<file path="config.mk">
export PLATFORM = sky130hd
export DESIGN_NAME = fetch_unit
export DESIGN_NICKNAME = d
export VERILOG_FILES = /design/src/rtl/cpu_pkg.sv /design/src/rtl/pc_reg.sv /design/src/rtl/fetch_unit.sv
export SDC_FILE = /design/constraint.sdc
export NUM_CORES = 1
export LEC_CHECK = 0
export ABC_AREA = 1
export CORE_UTILIZATION = 50
export DETAILED_ROUTE_END_ITERATION = 10
export DONT_BUFFER_PORTS = 1
export GPL_TIMING_DRIVEN = 0
export PLACE_DENSITY_LB_ADDON = 0.08
export SLEW_MARGIN = 5
export SYNTH_ARGS = -nofsm -noshare
export SYNTH_HDL_FRONTEND = slang
export SYNTH_HIERARCHICAL = 1
export SYNTH_SLANG_ARGS = --single-unit
</file>
<file path="constraint.sdc">
create_clock -name clk -period 1.54 [get_ports clk]
set_input_delay 0.462 -clock clk [delete_from_list [all_inputs] [get_ports clk]]
set_output_delay 0.462 -clock clk [all_outputs]
set_load 0.05 [all_outputs]
</file>
<file path="src/rtl/cpu_pkg.sv">
// Shared definitions for the 16-bit pipelined core.
// Contents:
//   PC_W                 - architectural PC / instruction width
//   OP_B, OP_BR, OP_HLT  - opcode values found in instr[15:12]
//   fetch_state_t        - fetch-stage FSM encoding
package cpu_pkg;

    localparam int PC_W = 16;

    localparam logic [3:0] OP_B   = 4'b1100;
    localparam logic [3:0] OP_BR  = 4'b1101;
    localparam logic [3:0] OP_HLT = 4'b1111;

    typedef enum logic [1:0] {
        REQ    = 2'd0,
        WAIT   = 2'd1,
        HOLD   = 2'd2,
        HALTED = 2'd3
    } fetch_state_t;

endpackage

</file>
<file path="src/rtl/pc_reg.sv">
// Architectural PC register for the fetch stage.
// Ports:
//   clk_i          - clock, rising edge
//   rst_ni         - asynchronous active-low reset, loads RESET_PC
//   load_i         - update the PC this cycle
//   sel_redirect_i - 1: load redirect_pc_i, 0: load pc + PC_STEP
//   redirect_pc_i  - redirect target
//   pc_o           - current PC
module pc_reg
    import cpu_pkg::*;
#(
    parameter logic [PC_W-1:0] RESET_PC = '0,
    parameter int              PC_STEP  = 2
) (
    input  logic            clk_i,
    input  logic            rst_ni,
    input  logic            load_i,
    input  logic            sel_redirect_i,
    input  logic [PC_W-1:0] redirect_pc_i,
    output logic [PC_W-1:0] pc_o
);

    logic [PC_W-1:0] pc_q;
    logic [PC_W-1:0] pc_d;

    // Sequential increment wraps modulo 2^16; bit 0 passes through untouched.
    assign pc_d = sel_redirect_i ? redirect_pc_i : (pc_q + PC_W'(PC_STEP));

    always_ff @(posedge clk_i or negedge rst_ni) begin
        if (!rst_ni) begin
            pc_q <= RESET_PC;
        end else if (load_i) begin
            pc_q <= pc_d;
        end
    end

    assign pc_o = pc_q;

endmodule

</file>
<file path="src/rtl/fetch_unit.sv">
// Instruction-fetch stage: owns the PC, issues one request at a time to a
// variable-latency instruction memory and presents the fetched word, its PC
// and PC+2 to the IF/ID boundary.
// Handshake: imem_req is a one-cycle strobe with imem_addr == pc; exactly one
// imem_valid comes back, no earlier than the following cycle. The IF/ID side
// consumes if_* on any cycle where if_valid=1 and stall=0.
// Ports:
//   clk, rst_n                  - clock / async active-low reset
//   redirect, redirect_pc       - taken branch / flush with its target
//   stall                       - IF/ID cannot accept, hold outputs
//   imem_req, imem_addr         - memory request strobe and address
//   imem_valid, imem_data       - memory response strobe and word
//   if_valid, if_instr, if_pc, if_pc_plus2 - IF/ID payload
//   halted                      - fetch stopped on HLT
//   dbg_state_o                 - current FSM state
module fetch_unit
    import cpu_pkg::*;
#(
    parameter logic [PC_W-1:0] RESET_PC    = 16'h0000,
    parameter logic [3:0]      HALT_OPCODE = OP_HLT,
    parameter int              PC_STEP     = 2
) (
    input  logic            clk,
    input  logic            rst_n,
    input  logic            redirect,
    input  logic [PC_W-1:0] redirect_pc,
    input  logic            stall,
    output logic            imem_req,
    output logic [PC_W-1:0] imem_addr,
    input  logic            imem_valid,
    input  logic [PC_W-1:0] imem_data,
    output logic            if_valid,
    output logic [PC_W-1:0] if_instr,
    output logic [PC_W-1:0] if_pc,
    output logic [PC_W-1:0] if_pc_plus2,
    output logic            halted,
    output fetch_state_t    dbg_state_o
);

    fetch_state_t    state_q, state_d;
    logic            drop_q, drop_d;
    logic            if_valid_q, if_valid_d;
    logic [PC_W-1:0] if_instr_q, if_instr_d;
    logic [PC_W-1:0] if_pc_q, if_pc_d;
    logic [PC_W-1:0] if_pc_plus2_q, if_pc_plus2_d;
    logic            pc_load, pc_sel_redirect;
    logic [PC_W-1:0] pc;

    pc_reg #(
        .RESET_PC (RESET_PC),
        .PC_STEP  (PC_STEP)
    ) u_pc_reg (
        .clk_i          (clk),
        .rst_ni         (rst_n),
        .load_i         (pc_load),
        .sel_redirect_i (pc_sel_redirect),
        .redirect_pc_i  (redirect_pc),
        .pc_o           (pc)
    );

    always_comb begin
        state_d         = state_q;
        drop_d          = drop_q;
        // An unstalled cycle with if_valid=1 is a consumption.
        if_valid_d      = if_valid_q & stall;
        if_instr_d      = if_instr_q;
        if_pc_d         = if_pc_q;
        if_pc_plus2_d   = if_pc_plus2_q;
        pc_load         = 1'b0;
        pc_sel_redirect = 1'b0;

        // Redirect wins over everything but reset and always flushes IF/ID.
        if (redirect) begin
            pc_load         = 1'b1;
            pc_sel_redirect = 1'b1;
            if_valid_d      = 1'b0;
        end

        case (state_q)
            REQ: begin
                // The request goes out regardless; a redirect marks it stale.
                state_d = WAIT;
                if (redirect) begin
                    drop_d = 1'b1;
                end
            end
            WAIT: begin
                if (redirect) begin
                    if (imem_valid) begin
                        // Response arrives with the redirect: discard now.
                        drop_d  = 1'b0;
                        state_d = REQ;
                    end else begin
                        drop_d = 1'b1;
                    end
                end else if (imem_valid) begin
                    if (drop_q) begin
                        drop_d  = 1'b0;
                        state_d = REQ;
                    end else begin
                        pc_load       = 1'b1;
                        if_instr_d    = imem_data;
                        if_pc_d       = pc;
                        if_pc_plus2_d = pc + 16'd2;
                        if_valid_d    = 1'b1;
                        if (imem_data[15:12] == HALT_OPCODE) begin
                            state_d = HALTED;
                        end else if (stall) begin
                            state_d = HOLD;
                        end else begin
                            state_d = REQ;
                        end
                    end
                end
            end
            HOLD: begin
                if (redirect || !stall) begin
                    state_d = REQ;
                end
            end
            HALTED: begin
                if (redirect) begin
                    state_d = REQ;
                end
            end
            default: state_d = REQ;
        endcase
    end

    always_ff @(posedge clk or negedge rst_n) begin
        if (!rst_n) begin
            state_q       <= REQ;
            drop_q        <= 1'b0;
            if_valid_q    <= 1'b0;
            if_instr_q    <= 16'h0000;
            if_pc_q       <= 16'h0000;
            if_pc_plus2_q <= 16'h0002;
        end else begin
            state_q       <= state_d;
            drop_q        <= drop_d;
            if_valid_q    <= if_valid_d;
            if_instr_q    <= if_instr_d;
            if_pc_q       <= if_pc_d;
            if_pc_plus2_q <= if_pc_plus2_d;
        end
    end

    // Gated by rst_n so no strobe escapes while reset is held.
    assign imem_req    = (state_q == REQ) && rst_n;
    assign imem_addr   = pc;
    assign if_valid    = if_valid_q;
    assign if_instr    = if_instr_q;
    assign if_pc       = if_pc_q;
    assign if_pc_plus2 = if_pc_plus2_q;
    assign halted      = (state_q == HALTED);
    assign dbg_state_o = state_q;

endmodule

</file>
### Yosys cells after proc, flatten, opt, wreduce, memory -nomap -nowiden

Cells that the tools add are included.

| operators by class | value |
|---|---|
| bitwise gates (word level) | 3 |
| reductions and logical operators | 8 |
| add/subtract/negate cells | 1 |
| mux-type cells | 25 |
| eq/ne operators | 9 |

Operator list:

| operator | count |
|---|---|
| $add A16 B2 Y16 const B | 1 |
| $mux W16 | 1 |
| $mux W2 | 8 |
| $mux W1 | 14 |
| $ne A2 B2 Y1 const B | 4 |
| $pmux W2 S4 | 1 |
| $reduce_and A3 Y1 | 2 |
| $eq A2 B2 Y1 const B | 2 |
| $eq A4 B4 Y1 const B | 1 |
| $reduce_and A4 Y1 | 1 |
| $ne A3 B3 Y1 const B | 1 |
| $eq A2 B1 Y1 const B | 1 |
| $logic_not A2 Y1 | 1 |
| $not A1 Y1 | 2 |
| $pmux W1 S2 | 1 |
| $reduce_bool A2 Y1 | 1 |
| $and A1 B1 Y1 | 1 |
| $logic_and A1 B1 Y1 | 1 |
| $logic_not A1 Y1 | 1 |
| $logic_or A1 B1 Y1 | 1 |

| word-level totals | value |
|---|---|
| output and inout bits | 69 |
| flip-flop bits (word level) | 68 |

### Logic depth before layout (Yosys ltp)

Gate-level depths: netlist of the first run.

| depth | value |
|---|---|
| depth after elaboration | 6 |
| mapped depth | 11 |

### Modules after synthesis

Netlist of the first run, hierarchy kept.

By module, submodules not included:

| module | cells an instance | times used | area an instance (µm²) |
|---|---|---|---|
| fetch_unit | 300 | 1 | 2353.5 |
| pc_reg | 159 | 1 | 1087.3 |

### Worst setup path before layout of the first run

Ideal clock, no wire load.

| path | value |
|---|---|
| path type | flip-flop to output port |
| start | register state_q[1] (netlist: dbg_state_o[1]) |
| end | output imem_req |
| slack | -797 ps |
| data arrival time | 1875 ps |
| buffers on the path | 0 |
| data required time | 1078 ps |
| stages on the path, launching flop included | 2 |
| cell sequence | dfrtp_1 -> nor3b_1 |

| on the way | value |
|---|---|
| word-level cells in the longest chain between the ends | 2 |

Ends and longest elaborated chain:

| what | RTL line | RTL |
|---|---|---|
| start: declaration | fetch_unit.sv:40 | `fetch_state_t state_q, state_d;` |
| start signal: assignment | fetch_unit.sv:139 | `state_q <= state_d;` |
| $logic_not A2 Y1 | fetch_unit.sv:149 | `assign imem_req = (state_q == REQ) && rst_n;` |
| $logic_and A1 B1 Y1 | fetch_unit.sv:149 |  |
| end: declaration | fetch_unit.sv:28 | `output logic imem_req,` |

Every way passes these cells.

### Final worst setup path of the first run

| path | value |
|---|---|
| start | register state_q[0] (netlist: dbg_state_o[0]) |
| end | output imem_req |

The elaborated chain is that of the path after synthesis.

==> results.md, run 1 <==
* Status: finished, violations left
* Failing checks: design-rule violations, negative hold slack, negative setup slack
* Die X at 85.0 um
* Logic pwr share at 0.267
* Number of I/O pins at 106
* TritonCTS Buffers at 9
* GR Util All Layers at 0.244
* Final std cells w/o fill at 578
* Avg Inst Size Synth at 7.50 um^2
* Synth warn at 6
* Worst hold path type: primary input to asynchronous set/reset pin
* Global-route wire length before repair at 13.8 mm
* Synthesized net count at 498
* Layout overhead on the synthesized area at 32.9%
* Top cells by area, synth: dfrtp_1, nand2_1, nor2_1, nand3_1, inv_1
* Maximum vdd drop at 1.23 mV
* DP Cell Count at 536
* Gpl congestion at 0.804
* WP data required at 1080 ps
* Clk_skew at 15.6 ps
* Clock power share at 0.141
* Root buf cell: clkbuf_8
* Vias in the first global route at 2,913
* PD cells at 2300 mW/mm^2
* Worst-path clk slew at 80 ps
* Total power at 10.5 mW
* Post-synth ARST share at 1.00
* Die H at 85.0 um
* Final setup fails at 68
* Reg-to-Reg Start: dbg_state_o[1]
* Final worst setup slack at -420 ps
* Fin area at 0.00457 mm^2
* P_int at 4.64 mW
* Final slew viol count at 0
* R2r setup slk at -230 ps
* DR iter-0 viols at 168
* Leak at 2.12 nW
* Setup_tns at -10,450 ps
* Residual DRC at 9
* F_max at 510 MHz
* Synth area leader: dfrtp_1
* Initial cell density of the core at 0.530
* Vias post-DR at 3,186
* Top-count cell post-synth: nand2_1
* Fraction of layout cells with a size suffix above 1 at 0.331
* Inserted Diodes at 0
* Average vias per placed instance at 5.51
* Final hold violations at 67
* Pre-CTS setup slack at -295 ps
* Worst setup path startpoint: dbg_state_o[0]
* CORE AREA at 0.00649 mm^2
* Slowest cell on the critical path: dfrtp_4
* Gate Count Post-Synth at 459
* CP delay by family, top: flip-flops
* CTS tree: done
* CP arrival at 1500 ps
* Startpoint types: flop
* Final Cycle Share at 1.27
* Slowest stage delay, CP at 600 ps
* Drt wl/cell at 16.4 um
* CP Capture Type: output port
* CTS Buffer Depth at 2
* Fin crit period at 1960 ps
* DRT Wirelength at 9.48 mm
* RSZ-0062 raised after global routing: yes
* Headroom to the max-slew limit at 0.623
* Post-synthesis instance area at 0.00344 mm^2
* PortBufs at 0
* FF+latch count, synth at 67
* Top-area cell type share of the netlist area at 0.480
* Cell variety after synth at 31
* First-pass iteration count of the detailed router at 8
* Multi-input combinational cell area at 0.00191 mm^2
* Fillcell total at 512
* Net Switching at 5.90 mW
* Dpl hpwl at 5.73 mm
* DIE AREA at 0.00722 mm^2
* WP buf/inv at 0
* Reg area at 0.00173 mm^2
* Crit-path cells: nor3b_4
* Row count at 29
* Largest net degree at the start of global routing at 69
* CTS sink cnt at 67
* Worst hold margin at -202 ps
* Placed cell area at 0.00358 mm^2
* Number of antenna-violating nets in the routed design at 0
* Most instantiated cells after synthesis: nand2_1, dfrtp_1, nor2_1, nand3_1, inv_1
* Worst skew pair latency at 350 ps
* Seq pwr share at 0.592
* Register area share after synthesis at 0.488
* CP Class: flop to output port
* Nets at 535
* Post-synth EDFFs at 0
* Gr ovfl total at 0
* Max H-tree Level at 3
* Measured slew at the worst slew-check pin at 565 ps
* Max Cap Viol at 0
* Switch share at 0.560
* Initial antenna violation count at 0
* CP max FO at 7
* Main flop type after synthesis: dfrtp_1
==> through the flow <==
step | util | hold slack, ps
after CTS | 0.587 | -212
after global routing | 0.704 | -214
after detailed placement | 0.551 | 168
final | 0.704 | -202
after floorplan | - | 166
after global placement | 0.551 | 168
==> final timing paths <==
kind,endpoint,cells past startpoint
min in group clk,if_valid,1
worst max register to register,if_instr[15],8
max in group asynchronous,if_pc_plus2[1],0
worst min-delay path,if_instr[4],0
worst min register to register,drop_q,4
worst max-delay path,imem_req,1
==> sequential cells by signal, summed over array words and instances, names as in the netlist <==
signal	count
dbg_state_o	2
drop_q	1
if_instr	16
if_pc	16
if_pc_plus2	15
if_valid	1
u_pc_reg/pc_o	16
==> area by class of cell <==
cell class                 instances  area share
buffer                            13      0.0369
clock buffer                      12      0.0317
clock inverter                     4      0.0112
inverter                          35      0.0356
multi-input combinational        344       0.418
sequential                        67       0.378
tap                               77      0.0211
timing repair buffer              26      0.0673
==> cells by family after synthesis <==
family	after synthesis	share of synthesized area
buffers and inverters	48	0.0640
and+or+nand+nor	309	0.384
xor gates and xnor gates	4	0.0102
AOI/OAI and AO/OA	29	0.0465
DFF	67	0.488
adders and majority gates	2	0.00727
==> layout by cell type, fill, tap and decap left out, drive strengths merged, types with 3 or more instances in the layout <==
cell	n
a21oi	5
clkinv	3
xor2	3
o211ai	3
nor3	4
clkbuf	17
nand3	40
nand4	8
inv	33
buf	34
dfrtp	66
nand2	193
o21ai	17
nor2	62
==> power by group through the flow <==
| stage | clock network (mW) | registers, mW | logic [mW] |
|---|---|---|---|
| 3_5_place_dp | 0 | 6.08 | 1.83 |
| 4_1_cts | 1.50 | 6.09 | 1.87 |
| 5_1_grt | 1.56 | 6.36 | 3.10 |
| 6_report | 1.49 | 6.24 | 2.81 |
| 3_3_place_gp | 0 | 6.05 | 1.77 |
| 2_1_floorplan | 0 | 5.77 | 1.57 |
==> per-layer routing <==
| metal | GRT usage | vias to the layer above | wire [um] |
|---|---|---|---|
| met5 | 0 | - | 0 |
| met4 | 0.100 | 0 | 118 |
| met3 | 0.0545 | 12 | 668 |
| met2 | 0.378 | 128 | 4610 |
| met1 | 0.332 | 1518 | 4090 |
| li1 | - | 1528 | - |
==> what timing repair did <==
item                                   in CTS  in global routing
buffers inserted                            0                 21
endpoints found under the hold margin      67                 67
gates resized for setup                    18                159
pin swaps                                   1                 38
gates cloned                                0                  5
setup endpoints to repair                  69                 68
Note: power is estimated with default switching activity, not from simulation.
==> inputs of run 2 (changes only) <==
--- a/config.mk
+++ b/config.mk
@@ -6,6 +6,7 @@
 export NUM_CORES = 1
 export LEC_CHECK = 0
 export ABC_AREA = 1
+export CORE_ASPECT_RATIO = 0.6
 export CORE_UTILIZATION = 50
 export DETAILED_ROUTE_END_ITERATION = 10
 export DONT_BUFFER_PORTS = 1
==> run 2 against run 1 <==
Compared with the run above: the flow finishes with violations (negative hold slack, negative setup slack); final cell count rose by 1.2%; global-route usage is 2.4 points higher; via count up 7.1%; utilization rose by 8.4 points; wire length rose by 16%; hold slack gained 12 ps; final area up 9.6%; combinational power increased by 14%; sequential power rose by 2%; worst setup slack gained 26 ps; register-to-register slack gained 50 ps; sequential cell count is the same.
==> results.md, run 2 (same netlist as run 1, synthesis figures left out) <==
* Commonest non-fill, non-tap cells in the layout: nand2_1, nand2_2, dfrtp_1
* Fin crit period at 1930 ps (-25.9 ps)
* Final std cells w/o fill at 585 (+1.2%)
* First-pass iteration count of the detailed router at 5 (-3)
* Maximum vdd drop at 1.38 mV (+12%)
* Row count at 22 (-24%)
* CP max FO at 7 (unchanged)
* CP arrival at 1470 ps (-30 ps)
* Inserted Diodes at 0 (unchanged)
* Final hold violations at 67 (unchanged)
* DIE AREA at 0.00723 mm^2 (+0.15%)
* Final setup fails at 67 (-1.5%)
* Pre-CTS setup slack at -312 ps (-16.1 ps)
* GR Util All Layers at 0.267 (+0.0236)
* Worst skew pair latency at 340 ps (about the same)
* Layout overhead on the synthesized area at 45.6%
* Headroom to the max-slew limit at 0.614 (-0.00880)
* Worst hold margin at -191 ps (+11.7 ps)
* Final Cycle Share at 1.26 (-0.0168)
* RSZ-0062 raised after global routing: yes
* Gr ovfl total at 0 (unchanged)
* CTS sink cnt at 67 (unchanged)
* Reg-to-Reg Start: dbg_state_o[1]
* Slowest stage delay, CP at 590 ps (about the same)
* DR iter-0 viols at 287 (+71%)
* Final slew viol count at 0 (unchanged)
* Dpl hpwl at 6.07 mm (+5.9%)
* Status: finished, violations left
* Clk_skew at 8.77 ps (-6.86 ps)
* CP Capture Type: output port
* Startpoint types: flop
* Worst hold path type: primary input to asynchronous set/reset pin
* Setup_tns at -7030 ps (+3420 ps)
* Die X at 109 um (+28%)
* Failing checks: negative hold slack, negative setup slack
* CTS Buffer Depth at 2 (unchanged)
* DP Cell Count at 543 (+1.3%)
* Worst-path clk slew at 60 ps (-20 ps)
* PortBufs at 0 (unchanged)
* Measured slew at the worst slew-check pin at 578 ps (+13.8 ps)
* Residual DRC at 0 (-9)
* Worst setup path startpoint: dbg_state_o[0]
* Nets at 535 (unchanged)
* Leak at 2.30 nW (+8.4%)
* Vias in the first global route at 2,900 (-0.45%)
* Multi-input combinational cell area at 0.00211 mm^2 (+10%)
* Crit-path cells: nor3b_4
* Total power at 11.7 mW (+11%)
* Vias post-DR at 3,411 (+7.1%)
* Drt wl/cell at 18.8 um (+14%)
* CP Class: flop to output port
* CORE AREA at 0.00636 mm^2 (-2.1%)
* Max H-tree Level at 3 (unchanged)
* Final worst setup slack at -395 ps (+25.9 ps)
* F_max at 517 MHz (+1.3%)
* Root buf cell: clkbuf_16
* Fraction of layout cells with a size suffix above 1 at 0.427 (+0.0958)
* DRT Wirelength at 11.0 mm (+16%)
* TritonCTS Buffers at 9 (unchanged)
* Max Cap Viol at 0 (unchanged)
* WP data required at 1080 ps (about the same)
* Number of I/O pins at 106 (unchanged)
* CTS tree: done
* WP buf/inv at 0 (unchanged)
* Reg area at 0.00173 mm^2 (about the same)
* Fillcell total at 391 (-24%)
* Gpl congestion at 0.810 (+0.76%)
* Average vias per placed instance at 5.83 (+5.8%)
* Slowest cell on the critical path: dfrtp_4
* Number of antenna-violating nets in the routed design at 0 (unchanged)
* PD cells at 2330 mW/mm^2 (+1.1%)
* Global-route wire length before repair at 14.2 mm (+2.6%)
* Initial cell density of the core at 0.541 (+0.0114)
* CP delay by family, top: flip-flops
* Largest net degree at the start of global routing at 69 (unchanged)
* Initial antenna violation count at 0 (unchanged)
* Die H at 66.3 um (-22%)
* Commonest non-fill, non-tap cell in the layout: nand2_1
-- run 2: layout make-up --
cell class,count,area share
plain buffers,13,0.0367
clock buffers,9,0.0449
clock inverters,7,0.0152
inverters,35,0.0332
multi-input cells,344,0.421
flip-flops and latches,67,0.346
well taps,84,0.0210
repair buffers,25,0.0789
repair inverters,1,0.00325
-- run 2: final timing paths --
path	endpoint	slack, ps	depth (start not counted)
hold reg to reg	drop_q	660	4
min in group clk	if_valid	220	1
setup reg to reg	u_pc_reg/pc_o[3]	-180	10
setup / recovery	imem_req	-390	1
hold / removal	if_instr[3]	-190	0
max in group asynchronous	if_pc_plus2[1]	1520	0
-- run 2: repair_timing --
item	CTS	global route
hold endpoints to repair	67	67
setup buffers	1	15
endpoints found under the setup margin	69	69
gates cloned	0	10
gates resized for setup	18	222
pin swaps	2	57
-- run 2: worst register-to-register path: stages, from the launching register on --
cell	delay, ps
dfrtp_4	590
nor2_4	200
nand3_2	100
nand2_2	70
buf_6	140
inv_8	40
nor2_4	170
inv_2	80
a21oi_2	100
o21ai_1	80
nand3_1	80
-- run 2: report_power, final --
part / internal [mW] / switching [mW]
combinational: 1.47 / 1.72
clock: 1.26 / 0.852
sequential: 2.56 / 3.81
-- run 2: layer usage --
layer,up-vias,GRT usage,routed length [um]
met5,-,0,0
met4,0,0.0861,289
met1,1662,0.364,4500
met3,33,0.0985,1010
met2,189,0.391,5180
li1,1527,-,-
-- run 2: per-stage QoR --
stage / instance area (um^2) / hold WS, ps / utilization
3_3_place_gp: 3580 / 168 / 0.564
2_1_floorplan: 3480 / 166 / -
4_1_cts: 3930 / -191 / 0.618
6_report: 5010 / -191 / 0.788
5_1_grt: 5010 / -203 / 0.788
3_5_place_dp: 3580 / 168 / 0.564
